`src/rtl/interboard_receiver.sv`:
```
// Receive endpoint of the inter-board link: synchronizes the peer's 4-phase
// Request/Ack handshake, collects four 6-bit words and emits decoded fields.
module interboard_receiver #(
  parameter int         SYNC_STAGES    = 2,
  parameter int         TIMEOUT_CYCLES = 1000000,
  parameter logic [3:0] RST_MSG_TYPE   = 4'd15
) (
  input  logic       clk,
  input  logic       rst,
  input  logic       Request_in,
  input  logic [5:0] inter_data_in,
  output logic       Ack_out,
  output logic       interboard_en,
  output logic       interboard_rst,
  output logic [3:0] interboard_msg_type,
  output logic       interboard_move_dir,
  output logic [4:0] interboard_block_x,
  output logic [2:0] interboard_block_y,
  output logic [5:0] interboard_card,
  output logic [2:0] interboard_sel_len,
  output logic       rx_busy,
  output logic       rx_error,
  output logic [1:0] state_dbg
);

  localparam int CNT_W = (TIMEOUT_CYCLES > 1) ? $clog2(TIMEOUT_CYCLES) : 1;
  localparam logic [CNT_W-1:0] CNT_LAST = CNT_W'(TIMEOUT_CYCLES - 1);

  typedef enum logic [1:0] {
    WAIT_REQ = 2'd0,
    ACK      = 2'd1,
    EMIT     = 2'd2
  } state_t;

  state_t            state, state_nxt;
  logic [1:0]        idx;
  logic [CNT_W-1:0]  to_cnt;
  logic [5:0]        words [4];

  logic [SYNC_STAGES-1:0] req_sync;
  logic [5:0]             data_sync [SYNC_STAGES];
  logic                   req_s;
  logic [5:0]             data_s;

  logic capture, release_w, do_emit, tick, timeout;

  // Handshake: the peer raises Request_in with data already stable; we capture
  // once, raise Ack_out, and hold it until the peer drops Request_in.
  always_ff @(posedge clk or negedge rst) begin
    if (!rst) begin
      req_sync <= '0;
      for (int i = 0; i < SYNC_STAGES; i++) data_sync[i] <= '0;
    end else begin
      req_sync     <= {req_sync[SYNC_STAGES-2:0], Request_in};
      data_sync[0] <= inter_data_in;
      for (int i = 1; i < SYNC_STAGES; i++) data_sync[i] <= data_sync[i-1];
    end
  end

  assign req_s  = req_sync[SYNC_STAGES-1];
  assign data_s = data_sync[SYNC_STAGES-1];

  always_ff @(posedge clk or negedge rst) begin
    if (!rst) state <= WAIT_REQ;
    else      state <= state_nxt;
  end

  always_comb begin
    state_nxt = state;
    capture   = 1'b0;
    release_w = 1'b0;
    do_emit   = 1'b0;
    tick      = 1'b0;
    timeout   = 1'b0;
    case (state)
      WAIT_REQ: begin
        if (req_s) begin
          capture   = 1'b1;
          state_nxt = ACK;
        end else if (idx != 2'd0) begin
          if (to_cnt == CNT_LAST) timeout = 1'b1;
          else                    tick    = 1'b1;
        end
      end
      ACK: begin
        if (!req_s) begin
          release_w = 1'b1;
          state_nxt = (idx == 2'd3) ? EMIT : WAIT_REQ;
        end
      end
      EMIT: begin
        do_emit   = 1'b1;
        state_nxt = WAIT_REQ;
      end
      default: state_nxt = WAIT_REQ;
    endcase
  end

  always_ff @(posedge clk or negedge rst) begin
    if (!rst) begin
      idx                 <= '0;
      to_cnt              <= '0;
      Ack_out             <= 1'b0;
      interboard_en       <= 1'b0;
      interboard_rst      <= 1'b0;
      rx_error            <= 1'b0;
      interboard_msg_type <= '0;
      interboard_move_dir <= 1'b0;
      interboard_block_x  <= '0;
      interboard_block_y  <= '0;
      interboard_card     <= '0;
      interboard_sel_len  <= '0;
      for (int i = 0; i < 4; i++) words[i] <= '0;
    end else begin
      interboard_en  <= 1'b0;
      interboard_rst <= 1'b0;
      rx_error       <= 1'b0;
      to_cnt         <= tick ? to_cnt + 1'b1 : '0;
      if (capture) begin
        words[idx] <= data_s;
        Ack_out    <= 1'b1;
      end
      if (release_w) begin
        Ack_out <= 1'b0;
        idx     <= (idx == 2'd3) ? 2'd0 : idx + 2'd1;
      end
      // Abort drops the partial packet; the slots are simply overwritten later.
      if (timeout) begin
        idx      <= '0;
        rx_error <= 1'b1;
      end
      if (do_emit) begin
        interboard_en       <= 1'b1;
        interboard_rst      <= (words[0][5:2] == RST_MSG_TYPE);
        interboard_msg_type <= words[0][5:2];
        interboard_move_dir <= words[0][1];
        interboard_block_x  <= words[1][5:1];
        interboard_block_y  <= words[2][5:3];
        interboard_sel_len  <= words[2][2:0];
        interboard_card     <= words[3];
      end
    end
  end

  // Reserved bits of w0 and w1 carry no information.
  logic unused_reserved;
  assign unused_reserved = words[0][0] ^ words[1][0];

  assign rx_busy   = (idx != 2'd0) || (state == ACK);
  assign state_dbg = state;

endmodule

```
`config.mk`:
```
export PLATFORM = sky130hd
export DESIGN_NAME = interboard_receiver
export DESIGN_NICKNAME = d
export VERILOG_FILES = /design/src/rtl/interboard_receiver.sv
export SDC_FILE = /design/constraint.sdc
export NUM_CORES = 1
export LEC_CHECK = 0
export ABC_AREA = 1
export CORE_ASPECT_RATIO = 0.7
export CORE_MARGIN = 3
export CORE_UTILIZATION = 60
export CTS_CLUSTER_DIAMETER = 60
export DETAILED_ROUTE_END_ITERATION = 10
export GPL_TIMING_DRIVEN = 0
export PLACE_DENSITY = 0.86
export SYNTH_ARGS = -nofsm -noshare
export SYNTH_HDL_FRONTEND = slang
export SYNTH_SLANG_ARGS = --single-unit
```
`constraint.sdc`:
```
create_clock -name clk -period 3 [get_ports clk]
set_clock_uncertainty 0.1 [all_clocks]
set_input_delay 0.45 -clock clk [delete_from_list [all_inputs] [get_ports clk]]
set_output_delay 0.45 -clock clk [all_outputs]
set_load 0.005 [all_outputs]
```
# == After elaboration in Yosys (flattened, before gate mapping) ==
# Cells that the tools add are included.
# word_totals
register_bits,88
# op_classes
addsub,2
n_eq_ne,7
n_lt_le_gt_ge,2
n_reduce_logical,7
bitwise,1
mux,29
# op_table
op,count
bitwise mux 24 bit,1
"adder 20 x 1 -> 20 bit, second input constant",1
"== test 20 bit, second input constant",1
two-way mux 20 bit,1
two-way mux 1 bit,18
demux 6 bit (select 2 bit),1
two-way mux 2 bit,6
two-way mux 6 bit,1
nonzero test 2 bit,3
"== test 2 bit, second input constant",2
"== test 4 bit, second input constant",1
"inequality test 2 bit, second input constant",2
one-hot mux 2 bit (2 select lines),1
">= comparator 3 bit, second input constant",1
"< comparator 3 x 1 -> 1 bit, second input constant",1
NOT 2 -> 3 bit,1
"adder 2 x 1 -> 2 bit, second input constant",1
"== test 2 x 1 -> 1 bit, second input constant",1
logical NOT 2 bit,1
AND reduction 2 bit,1
logical AND 1 bit,1
logical OR 1 bit,1

# == Logic depth before layout (Yosys ltp) ==
# depth
ltp_word,6
depth_mapped,8
mapped_depth_nobuf,8

# == Worst setup path before layout ==
# Ideal clock, no wire load.
# synth_path
kind,reg2reg
start,reg to_cnt[0]
end,reg to_cnt[0]
path_buffers,1
stages_incl_launch_ff,8
period_less_slack_ps,1565
arrival_time_ps,1339
slack_ps,1435
required_ps,2774
setup_ps,126
cell_sequence,dfrtp_1 -> ha_1 -> nand3_2 -> nor3_2 -> nand3_1 -> nand2_2 -> buf_6 -> nor2_1
# synth_between
elab_chain_cells,6
# synth_lines
item,line_no,rtl
start: declaration,37,logic [CNT_W-1:0] to_cnt;
start signal: assignment,118,to_cnt <= tick ? to_cnt + 1'b1 : '0;
branches (longest 5 deep; another with adder 20 x 1 -> 20 bit),--,
two-way mux 20 bit (*),118,
# Mark *: on every way between the ends.
# A chain may end at the register's enable or synchronous reset.

# == Worst setup path in the final report ==
# layout_path
start,reg idx[0]
end,out rx_busy
# layout_between
elab_chain_cells,2
# layout_lines
item,line_no,rtl
start: declaration,36,logic [1:0] idx;
start signal: assignment,125,idx <= (idx == 2'd3) ? 2'd0 : idx + 2'd1;
nonzero test 2 bit,149,assign rx_busy = (idx != 2'd0) || (state == ACK);
logical OR 1 bit,149,
end: declaration,21,"output logic rx_busy,"
# Every way passes these cells.

==> impl_metrics.env <==
export IMPL_finalSetupViolCount=0
export IMPL_synth_xor_area_share_pct=3.26
export IMPL_post_cts_resized=0
export IMPL_syn_avg_cell_area_um2=9.31
export IMPL_max_freq_ghz=0.437
export IMPL_die_area_mm2=0.00678
export IMPL_io_buffer_count=37
export IMPL_clk_latency_ns=0.36
export IMPL_routedWlPerCell_um=13.9
export IMPL_dr_pass1_iters=5
export IMPL_grt_pass1_wl_um=11800
export IMPL_path_max_fanout=4
export IMPL_rsz0062_at_grt="no"
export IMPL_rows=22
export IMPL_cts_max_path_buffers=2
export IMPL_htreeDepth=3
export IMPL_cpPeakStageDelay_ns=0.51
export IMPL_post_dp_hpwl_um=4980
export IMPL_outcome="finished, final reports clean"
export IMPL_placed_cell_area_mm2=0.00398
export IMPL_synth_cell_types=23
export IMPL_grt_max_degree=63
export IMPL_synth_area_leaders="dfrtp_1, nand2_1, nor2_1"
export IMPL_final_hold_viol_count=0
export IMPL_drv_cap=0
export IMPL_drive_gt1_share_pct=8.60
export IMPL_synth_top_family_by_area="simple AND/OR/NAND/NOR gates"
export IMPL_grt_overflow_total=0
export IMPL_vdd_drop_max_mv=0.421
export IMPL_final_cell_area_mm2=0.00419
export IMPL_die_x_um=97.2
export IMPL_synth_mux_area_fraction_pct=0
export IMPL_root_buffer="clkbuf_8"
export IMPL_drt_first_iter_violations=214
export IMPL_clk_pin_slew_ns=0.08
export IMPL_final_max_slew_viol_count=0
export IMPL_die_h_um=69.8
export IMPL_seq_area_frac_synth_pct=61.6
export IMPL_grt_use_total_pct=22.4
export IMPL_cts_tree="done"
export IMPL_postCtsSetupRepairBufs=0
export IMPL_crit_required_ns=2.45
export IMPL_syn_to_final_growth_pct=20.0
export IMPL_power_density_mw_per_mm2=757
export IMPL_critPathCaptureType="primary output"
export IMPL_ys_async_sr_fraction_pct=100
export IMPL_ys_warn_count=0
export IMPL_critPathArrivalTime_ns=1.74
export IMPL_wirelength_um=6960
export IMPL_drtAntennaViolNets=0
export IMPL_path_cells="inv_1 > ha_1 > nand2_1 > clkdlybuf4s50_1"
export IMPL_routabilityCongestion=0.957
export IMPL_antenna_found_initial=0
export IMPL_synth_edf_count=0
export IMPL_synth_fa_ha_area_share_pct=1.79
export IMPL_nets=439
export IMPL_synth_compound_area_share_pct=4.01
export IMPL_maxSlewHeadroom_pct=70.9
export IMPL_min_period_ns=2.29
export IMPL_drc_errors=0
export IMPL_synth_cells=375
export IMPL_core_area_mm2=0.00542
export IMPL_grt_pass1_vias=2450
export IMPL_min_path_type="reg2reg"
export IMPL_cp_start_kind="flip-flop"
export IMPL_ios=38
export IMPL_power_uw=3170
export IMPL_syn_area_mm2=0.00349
export IMPL_syn_nets=389
export IMPL_yosys_top_cells_count="nand2_1, dfrtp_1, nor2_1"
export IMPL_slowest_stage="clkdlybuf4s50_1"
export IMPL_synth_most_common_cell="nand2_1"
export IMPL_finish_utilization_pct=77.2
export IMPL_yosysTopAreaCell="dfrtp_1"
export IMPL_yosys_area_share_simple_pct=24.9
export IMPL_cts_inserted_buffers=9
export IMPL_criticalPathCategory="reg2out"
export IMPL_initial_utilization_pct=64.4
export IMPL_synth_seq_cells=86
export IMPL_yosys_area_top_type_share_pct=61.6
export IMPL_worstMarginPinSlew_ns=0.436
export IMPL_vias=2624
export IMPL_finalCritPeriodShare_pct=76.2
export IMPL_leakagePower_uw=0.00195
export IMPL_n_antenna_cell=0
export IMPL_via_per_inst=5.23
export IMPL_cts_sinks=86
export IMPL_ys_flop_type="dfrtp_1"
==> worst max-delay path: cells and delay by family, from the launching register on <==
family	cells	cell delay [ns]
buffers and inverters	2	0.61
adder cells (fa/ha/maj)	1	0.27
flip-flops	1	0.39
AND/OR/NAND/NOR	1	0.12
==> layout make-up <==
type	instances	area, um2
timing repair buffer	39	405
clock buffer	12	145
inverter	28	105
fill	380	1230
clock inverter	4	56.3
sequential	86	2150
tap	72	90.1
multi-input combinational	253	1180
buffer	8	48.8
==> kinds of logic after synthesis <==
logic type	after synthesis
flip-flops	86
AO/OA/AOI/OAI	28
AND/OR/NAND/NOR	207
XOR/XNOR	13
buffers and inverters	36
adder cells (fa/ha/maj)	5
==> stage by stage <==
stage / instances / setup TNS [ns] / hold WS, ns / setup WS, ns
after floorplan: 375 / 0 / 0.0544 / 1.43
after global placement: 484 / -133.39 / 0.231 / -1.56
after detailed placement: 485 / 0 / 0.235 / 1.11
after CTS: 502 / 0 / 0.253 / 0.704
after global routing: 502 / 0 / 0.260 / 0.651
final: 502 / 0 / 0.251 / 0.714
==> worst paths after layout <==
path	startpoint	to	slack (ns)	depth (start not counted)
setup / recovery	idx[0]$_DFFE_PN0P_	rx_busy	0.71	4
hold / removal	data_sync[6]$_DFF_PN0_	data_s[0]$_DFF_PN0_	0.25	0
setup reg to reg	to_cnt[0]$_DFF_PN0_	to_cnt[14]$_DFF_PN0_	1.10	6
hold reg to reg	data_sync[6]$_DFF_PN0_	data_s[0]$_DFF_PN0_	0.25	0
max in group asynchronous	rst	interboard_card[4]$_DFFE_PN0P_	1.77	3
min in group asynchronous	rst	to_cnt[6]$_DFF_PN0_	0.44	2
==> cell usage in the layout (no fill, tap or decap), drive strengths merged <==
| cell type | count |
|---|---|
| clkinv | 3 |
| ha | 5 |
| dlygate4sd3 | 1 |
| nand2 | 133 |
| nand4 | 3 |
| or2 | 1 |
| clkdlybuf4s50 | 36 |
| clkbuf | 15 |
| o21ai | 27 |
| nor2 | 52 |
| inv | 28 |
| nor3 | 4 |
| xnor2 | 5 |
| a21oi | 1 |
| bufinv | 1 |
| dfrtp | 86 |
| buf | 7 |
| xor2 | 8 |
| nor4 | 1 |
| nand3 | 13 |
==> metal layers <==
layer / track usage [%] / part of all wire, % / vias to the layer above
met5: 0 / 0 / -
met3: 6.93 / 8.4 / 18
met4: 8.26 / 2.3 / 0
met2: 32.8 / 43 / 105
li1: - / - / 1265
met1: 31.7 / 46 / 1236
==> repair_timing <==
action                                  CTS  global route
endpoints found under the setup margin    0             0
hold endpoints to repair                 24             0
hold buffers                              1             0
==> report_power, final <==
group          switching, uW  leakage (uW)  internal, uW
logic                    350      0.000727           391
clock network            397      0.000101           413
registers                174       0.00112          1450
total                    920       0.00195          2250
==> flip-flops by register name (all words and copies together) (netlist names) <==
register             cells
words                   22
to_cnt                  20
data_s                   6
data_sync                6
interboard_card          6
interboard_block_x       5
interboard_msg_type      4
interboard_block_y       3
interboard_sel_len       3
idx                      2
req_sync                 2
state_dbg                2
Ack_out                  1
interboard_en            1
interboard_move_dir      1
interboard_rst           1
rx_error                 1
No activity file was read; power rests on OpenSTA's default activity.
